==> src/rtl/shift_ser_pkg.sv <==
// Shared types and constants for the shift_serializer transmitter.
package shift_ser_pkg;

  typedef enum logic [1:0] {
    IDLE   = 2'd0,
    SHIFT  = 2'd1,
    PARITY = 2'd2
  } ser_state_t;

  localparam logic DIR_MSB_FIRST = 1'b0;
  localparam logic DIR_LSB_FIRST = 1'b1;

endpackage

==> src/rtl/shift_serializer.sv <==
// Parallel-in/serial-out transmitter with frame strobes, MSB- or LSB-first.
// Optional trailing even-parity bit when SHIFT_SER_PARITY_EN is defined.
module shift_serializer
  import shift_ser_pkg::*;
#(
  parameter int WIDTH = 4
) (
  input  logic             clk,
  input  logic             reset_n,
  input  logic [WIDTH-1:0] in_data,
  input  logic             in_valid,
  output logic             in_ready,
  input  logic             dir,
  output logic             serial_out,
  output logic             serial_valid,
  output logic             frame_start,
  output logic             frame_end
);

  localparam int CW = $clog2(WIDTH);
  localparam logic [CW-1:0] CNT_MAX = CW'(WIDTH - 1);

  ser_state_t       state_q;
  logic [WIDTH-1:0] shreg_q;
  logic [CW-1:0]    cnt_q;
  logic             dir_q;
  logic             last_bit;
  logic             accept;
`ifdef SHIFT_SER_PARITY_EN
  logic             parity_q;
`endif

  assign last_bit = (state_q == SHIFT) && (cnt_q == '0);
  assign accept   = in_valid && in_ready;

  // in_ready decodes from registered state only, never from in_* inputs.
  always_comb begin
    in_ready = 1'b0;
    case (state_q)
      IDLE:   in_ready = 1'b1;
`ifdef SHIFT_SER_PARITY_EN
      PARITY: in_ready = 1'b1;
`else
      SHIFT:  in_ready = (cnt_q == '0);
`endif
      default: in_ready = 1'b0;
    endcase
  end

  always_ff @(posedge clk or negedge reset_n) begin
    if (!reset_n) begin
      state_q  <= IDLE;
      shreg_q  <= '0;
      cnt_q    <= '0;
      dir_q    <= DIR_MSB_FIRST;
`ifdef SHIFT_SER_PARITY_EN
      parity_q <= 1'b0;
`endif
    end else if (accept) begin
      // Any accepting state reloads, which gives zero-gap back-to-back frames.
      state_q  <= SHIFT;
      shreg_q  <= in_data;
      cnt_q    <= CNT_MAX;
      dir_q    <= dir;
`ifdef SHIFT_SER_PARITY_EN
      parity_q <= ^in_data;
`endif
    end else begin
      case (state_q)
        SHIFT: begin
          shreg_q <= (dir_q == DIR_LSB_FIRST) ? (shreg_q >> 1) : (shreg_q << 1);
          cnt_q   <= cnt_q - CW'(1);
          if (cnt_q == '0) begin
`ifdef SHIFT_SER_PARITY_EN
            state_q <= PARITY;
`else
            state_q <= IDLE;
`endif
          end
        end
        PARITY:  state_q <= IDLE;
        default: state_q <= IDLE;
      endcase
    end
  end

  always_comb begin
    serial_out   = 1'b0;
    serial_valid = 1'b0;
    frame_start  = 1'b0;
    frame_end    = 1'b0;
    case (state_q)
      SHIFT: begin
        serial_valid = 1'b1;
        serial_out   = (dir_q == DIR_LSB_FIRST) ? shreg_q[0] : shreg_q[WIDTH-1];
        frame_start  = (cnt_q == CNT_MAX);
`ifndef SHIFT_SER_PARITY_EN
        frame_end    = last_bit;
`endif
      end
`ifdef SHIFT_SER_PARITY_EN
      PARITY: begin
        serial_valid = 1'b1;
        serial_out   = parity_q;
        frame_end    = 1'b1;
      end
`endif
      default: ;
    endcase
  end

endmodule
==> config.mk <==
export PLATFORM = sky130hd
export DESIGN_NAME = shift_serializer
export DESIGN_NICKNAME = d
export VERILOG_FILES = /design/src/rtl/shift_ser_pkg.sv /design/src/rtl/shift_serializer.sv
export SDC_FILE = /design/constraint.sdc
export NUM_CORES = 1
export LEC_CHECK = 0
export ABC_CLOCK_PERIOD_IN_PS = 1700
export BUFFER_PORTS_ARGS = -buffer_cell sky130_fd_sc_hd__buf_4
export CORE_AREA = 2 2 39 41
export DETAILED_ROUTE_END_ITERATION = 10
export DIE_AREA = 0 0 41 43
export PLACE_DENSITY = 0.7
export RECOVER_POWER = 25
export SETUP_SLACK_MARGIN = 0.3
export SLEW_MARGIN = 20
export SYNTH_ARGS = -nofsm -noshare
export SYNTH_HDL_FRONTEND = slang
export SYNTH_SLANG_ARGS = --single-unit
export TNS_END_PERCENT = 1
==> constraint.sdc <==
create_clock -name clk -period 1.7 [get_ports clk]
set_input_delay 0.425 -clock clk [delete_from_list [all_inputs] [get_ports clk]]
set_output_delay 0.425 -clock clk [all_outputs]
set_load 0.03 [all_outputs]
==> out/metrics.yaml, run 1 <==
htree_levels: 1
r2r-start: "cnt_q[1]"
final.min_clock_period_ps: 1630
port_buffers: 12
globalplace.congestion: 0.675
num_io_pins: 13
vias: 447
cts_root_buf: "clkbuf_4"
grt_pass1_wl_um: 1880
area.sequential_um2: 203
grt_pass1_vias: 436
finalHoldViolations: 0
required_ps: 1270
synth.distinct_cells: 22
synth-seq-cells: 8
multi_input_area_um2: 308
status: "completed"
fmax_ghz: 0.615
slew-limit-headroom: 0.684
seq_area_frac_synth: 0.411
grt_max_degree: 15
seq_power_share: 0.279
worst-setup-path-type: "reg2out"
path_max_fanout: 2
critPathArrivalTime_ps: 1200
maxSlewViolCount: 0
hold_path_startpoint: "dir"
combPwrFrac: 0.622
hold_ws_ps: 388
worst-slew-pin-transition_ps: 474
core_um2: 1380
critical_path.startpoint: "cnt_q[0]"
dpl_worst_slack_ps: 160
p_sw_frac: 0.408
diodes: 0
layout-drive-gt1-share: 0.522
netlist_area_um2: 487
place_area_um2: 591
die_height_um: 43
ant_nets: 0
die_area_um2: 1760
clkSlewWorstSetupHoldPaths_ps: 50
finalInstanceArea_um2: 728
holdCritPathClass: "in2reg"
finalSetupTns_ps: 0
antenna_found_initial: 0
drtPass1Iterations: 4
max_cap_viol_count: 0
r2r_slack_ps: 240
skew_ps: 4.16
num_rows: 14
cts_tree: "built"
rsz0062_at_grt: "true"
intPower_uw: 855
drt_first_iter_violations: 14
clk-insertion-delay-late_ps: 250
synth_cells: 49
wire_per_inst_um: 13.9
avgViaCountPerCell: 5.26
clkSinkCount: 8
ys_warn_count: 0
p_sw_uw: 589
ir_drop_mv: 0.987
p_leak_uw: 0.000333
nets: 81
power.density_nw_per_um2: 1980
areaGrowthSynthToFinish_pct: 49.6
pwr-share-clk: 0.099
die_width_um: 41
dp.final_hpwl_um: 704
routed_wl_um: 1180
grt_usage: 0.162
utilization: 0.526
critPathCaptureType: "output port"
clock_path_buffers: 2
fill_cells: 117
avgSynthCellArea_um2: 9.93
finalSetupViolCount: 0
layout_setup_ws_ps: 72.9
overflow: 0
synth_nets: 59
cts_made_buffers: 3
drcViolationCount: 0
fin_crit_sh: 0.957
initial_core_util: 0.352
start_kind: "flip-flop"
cell usage after synthesis:
| cell type | instances | area, um^2 |
|---|---|---|
| a21bo_2 | 1 | 10.0 |
| a21boi_1 | 1 | 7.51 |
| a21oi_1 | 5 | 25.0 |
| a31oi_1 | 1 | 6.26 |
| and2_1 | 2 | 12.5 |
| buf_2 | 1 | 5.00 |
| buf_4 | 1 | 7.51 |
| clkbuf_1 | 1 | 3.75 |
| dfrtp_1 | 8 | 200 |
| ha_1 | 2 | 25.0 |
| inv_1 | 3 | 11.3 |
| mux2_1 | 1 | 11.3 |
| mux2_2 | 4 | 45.0 |
| mux2i_1 | 3 | 30.0 |
| nand2_1 | 1 | 3.75 |
| nand2b_1 | 2 | 12.5 |
| nand3b_1 | 3 | 22.5 |
| nor2_1 | 1 | 3.75 |
| nor2b_1 | 2 | 12.5 |
| nor3_1 | 2 | 10.0 |
| o21ai_0 | 3 | 15.0 |
| o22ai_1 | 1 | 6.26 |
cells in the final DEF (no fill, tap or decap), types with 2 or more instances in the layout:
| cell | Yosys | final |
|---|---|---|
| inv_1 | 3 | 2 |
| mux2_2 | 4 | 4 |
| and2_4 | 0 | 2 |
| clkbuf_4 | 0 | 3 |
| nor3_1 | 2 | 2 |
| buf_4 | 1 | 14 |
| buf_6 | 0 | 4 |
| mux2i_1 | 3 | 2 |
| nand3b_1 | 3 | 3 |
| dfrtp_2 | 0 | 2 |
| a21oi_1 | 5 | 5 |
| o21ai_0 | 3 | 3 |
| ha_4 | 0 | 2 |
| dfrtp_1 | 8 | 6 |
flip-flops by register name, indices dropped and copies added, names as in the netlist:
name / cells
shreg_q: 4
cnt_q: 2
dir_q: 1
state_q: 1
power by group through the flow:
stage	Combinational, uW	Clock, uW	Sequential (uW)
2_1_floorplan	494	0	356
3_3_place_gp	622	0	396
3_5_place_dp	630	0	401
4_1_cts	890	149	397
5_1_grt	972	165	416
6_report	899	143	403
stage by stage:
step                total power [uW]  cells
floorplan                        850     49
global placement                1020     74
detailed placement              1030     74
CTS                             1440     85
global route                    1550     85
finish                          1440     85
final cells by class:
class                      count  share of cell area
tap                           16              0.0275
clock buffer                   3              0.0309
inverter                       3              0.0155
sequential                     8               0.278
multi-input combinational     35               0.423
timing repair buffer          20               0.225
per-layer routing:
metal | global-route usage | routed length [um] | vias up
met1 | 0.197 | 505 | 212
met2 | 0.241 | 601 | 16
met5 | 0 | 0 | -
li1 | - | - | 216
met4 | 0.127 | 24 | 0
met3 | 0.0209 | 49 | 3
repair_timing:
item,4_1_cts,5_1_grt
buffers inserted,7,0
pin swaps,1,0
endpoints found under the hold margin,8,0
setup endpoints to repair,6,10
hold buffers,1,0
resized for setup,15,0
worst max-delay path: stages, from the launching register on:
cell     delay, ps
dfrtp_1        400
buf_6          130
ha_4           140
and2_4         150
buf_6          130
logic make-up (layout without fill, tap and decap cells):
family / after synthesis / after routing / share of synthesized area
AND/OR/NAND/NOR: 13 / 13 / 0.159
AO/OA/AOI/OAI: 12 / 12 / 0.144
multiplexers: 8 / 8 / 0.177
flip-flops: 8 / 8 / 0.411
buffers and inverters: 6 / 26 / 0.0565
adder cells (fa/ha/maj): 2 / 2 / 0.0514
worst paths after layout:
path,to,cells after the start
max,frame_start,4
min,dir_q,2
max reg2reg,shreg_q[3],7
min reg2reg,shreg_q[0],2
max in group asynchronous,dir_q,2
min in group asynchronous,shreg_q[2],2
Note: power is estimated with default switching activity, not from simulation.
==> inputs of run 2 (changes only) <==
Settings changed: PLACE_DENSITY 0.7 to 0.69.
==> out/metrics.yaml, run 2 (same netlist as run 1, synthesis figures left out) <==
htree_levels: 1  # unchanged
critPathArrivalTime_ps: 1190  # about the same
layout-drive-gt1-share: 0.507  # -0.0143
overflow: 0  # unchanged
hold_path_startpoint: "dir"
final.min_clock_period_ps: 1620  # -8.95 ps
num_rows: 14  # unchanged
finalSetupViolCount: 0  # unchanged
start_kind: "flip-flop"
min_to: "dir_q"
antenna_found_initial: 0  # unchanged
power_uw: 1390  # -3.5%
clkSlewWorstSetupHoldPaths_ps: 50  # about the same
finalSetupTns_ps: 0  # unchanged
rsz0062_at_grt: "true"
r2r_slack_ps: 390  # +150 ps
crit_path_max_incr_delay_ps: 400  # about the same
crit_path_cell_trace: "buf_6 -> ha_4 -> and2_4 -> buf_6"
largest_register_ffs: 4  # unchanged
required_ps: 1270  # about the same
place_area_um2: 591  # unchanged
layout_commonest_cell: "buf_4"
clkSinkCount: 8  # unchanged
regToRegEndpoint: "shreg_q[3]"
final_cell_mix: "buf_4 (12), dfrtp_1 (6), a21oi_1 (5), mux2_2 (4), buf_6 (4)"
clock_path_buffers: 2  # unchanged
holdCritPathClass: "in2reg"
fmax_ghz: 0.618  # +0.55%
cts_root_buf: "clkbuf_4"
max_cap_viol_count: 0  # unchanged
dp.final_hpwl_um: 708  # +0.60%
drt_first_iter_violations: 1  # -13
drtPass1Iterations: 4  # unchanged
finalHoldViolations: 0  # unchanged
ir_drop_mv: 0.896  # -9.1%
core_um2: 1380  # unchanged
grt_pass1_wl_um: 1700  # -9.5%
critPathCaptureType: "output port"
slowest_stage: "dfrtp_1"
globalplace.congestion: 0.745  # +10%
p_leak_uw: 0.000320  # -3.9%
layout_setup_ws_ps: 81.8  # +8.95 ps
path_max_fanout: 2  # unchanged
area.sequential_um2: 203  # unchanged
whs_path_depth: 2  # unchanged
r2r_cells: 6  # -1
diodes: 0  # unchanged
vias: 434  # -2.9%
initial_core_util: 0.352  # unchanged
utilization: 0.514  # -0.0127
reg.largest.list: "shreg_q (4), cnt_q (2)"
worst-setup-path-type: "reg2out"
dpl_worst_slack_ps: 159  # -0.678 ps
grt_max_degree: 15  # unchanged
die_area_um2: 1760  # unchanged
status: "completed"
power.density_nw_per_um2: 1960  # -1.2%
areaGrowthSynthToFinish_pct: 46.0
skew_ps: 2.96  # -1.20 ps
die_width_um: 41  # unchanged
wire_per_inst_um: 12.8  # -7.7%
cts_made_buffers: 3  # unchanged
grt_pass1_vias: 410  # -6.0%
max_flop_register: "shreg_q"
cts_tree: "built"
grt_usage: 0.144  # -0.0174
fin_crit_sh: 0.952  # -0.00527
die_height_um: 43  # unchanged
crit_top_cell: "buf_6"
nets: 79  # -2.5%
routed_wl_um: 1060  # -9.9%
fill_cells: 145  # +24%
multi_input_area_um2: 305  # -0.81%
drcViolationCount: 0  # unchanged
clk-insertion-delay-late_ps: 240  # about the same
ant_nets: 0  # unchanged
slew-limit-headroom: 0.708  # +0.0237
num_io_pins: 13  # unchanged
maxSlewViolCount: 0  # unchanged
worst-slew-pin-transition_ps: 438  # -35.5 ps
port_buffers: 12  # unchanged
finalInstanceArea_um2: 711  # -2.4%
r2r-start: "cnt_q[1]"
avgViaCountPerCell: 5.23  # -0.57%
## run 2: power by group
part | leakage (uW) | internal [uW] | switching [uW] | total (uW)
Combinational | 0.000216 | 454 | 389 | 842
Sequential | 0.0000907 | 292 | 121 | 412
Clock | 0.0000138 | 80.3 | 57.8 | 138
## run 2: cell type report
type	instances	area share
multi-input cells	35	0.430
flip-flops and latches	8	0.285
repair buffers	18	0.210
clock buffers	3	0.0317
well taps	16	0.0282
inverters	3	0.0158
## run 2: layer usage
metal	global-route usage	routed length [um]
met5	0	0
met4	0.100	10
met3	0.0157	63
met2	0.203	514
met1	0.197	475
## run 2: worst max path at each step
stage,cells after the start,end,startpoint,slack (ps)
6_report,4,frame_start,cnt_q[0],80
4_1_cts,4,frame_start,cnt_q[1],70
3_3_place_gp,4,in_ready,cnt_q[0],200
2_1_floorplan,5,dir_q,cnt_q[0],200
5_1_grt,4,frame_start,cnt_q[0],40
3_5_place_dp,4,in_ready,cnt_q[0],160
## run 2: stage by stage
stage | cells | hold slack [ps]
6_report | 83 | 392
5_1_grt | 83 | 389
4_1_cts | 83 | 384
3_5_place_dp | 74 | 247
3_3_place_gp | 74 | 248
2_1_floorplan | 49 | 129
## run 2: timing repair
action	CTS	global route
pin swaps	1	1
setup endpoints to repair	6	5
hold buffers	1	0
setup buffers	5	0
gates resized for setup	12	3
hold endpoints to repair	8	0
## run 2: critical path: cells and delay by family, from the launching register on
family                   cells  cell delay, ps
buffers and inverters        2             270
flip-flops                   1             400
AND/OR/NAND/NOR              1             140
adder cells (fa/ha/maj)      1             140
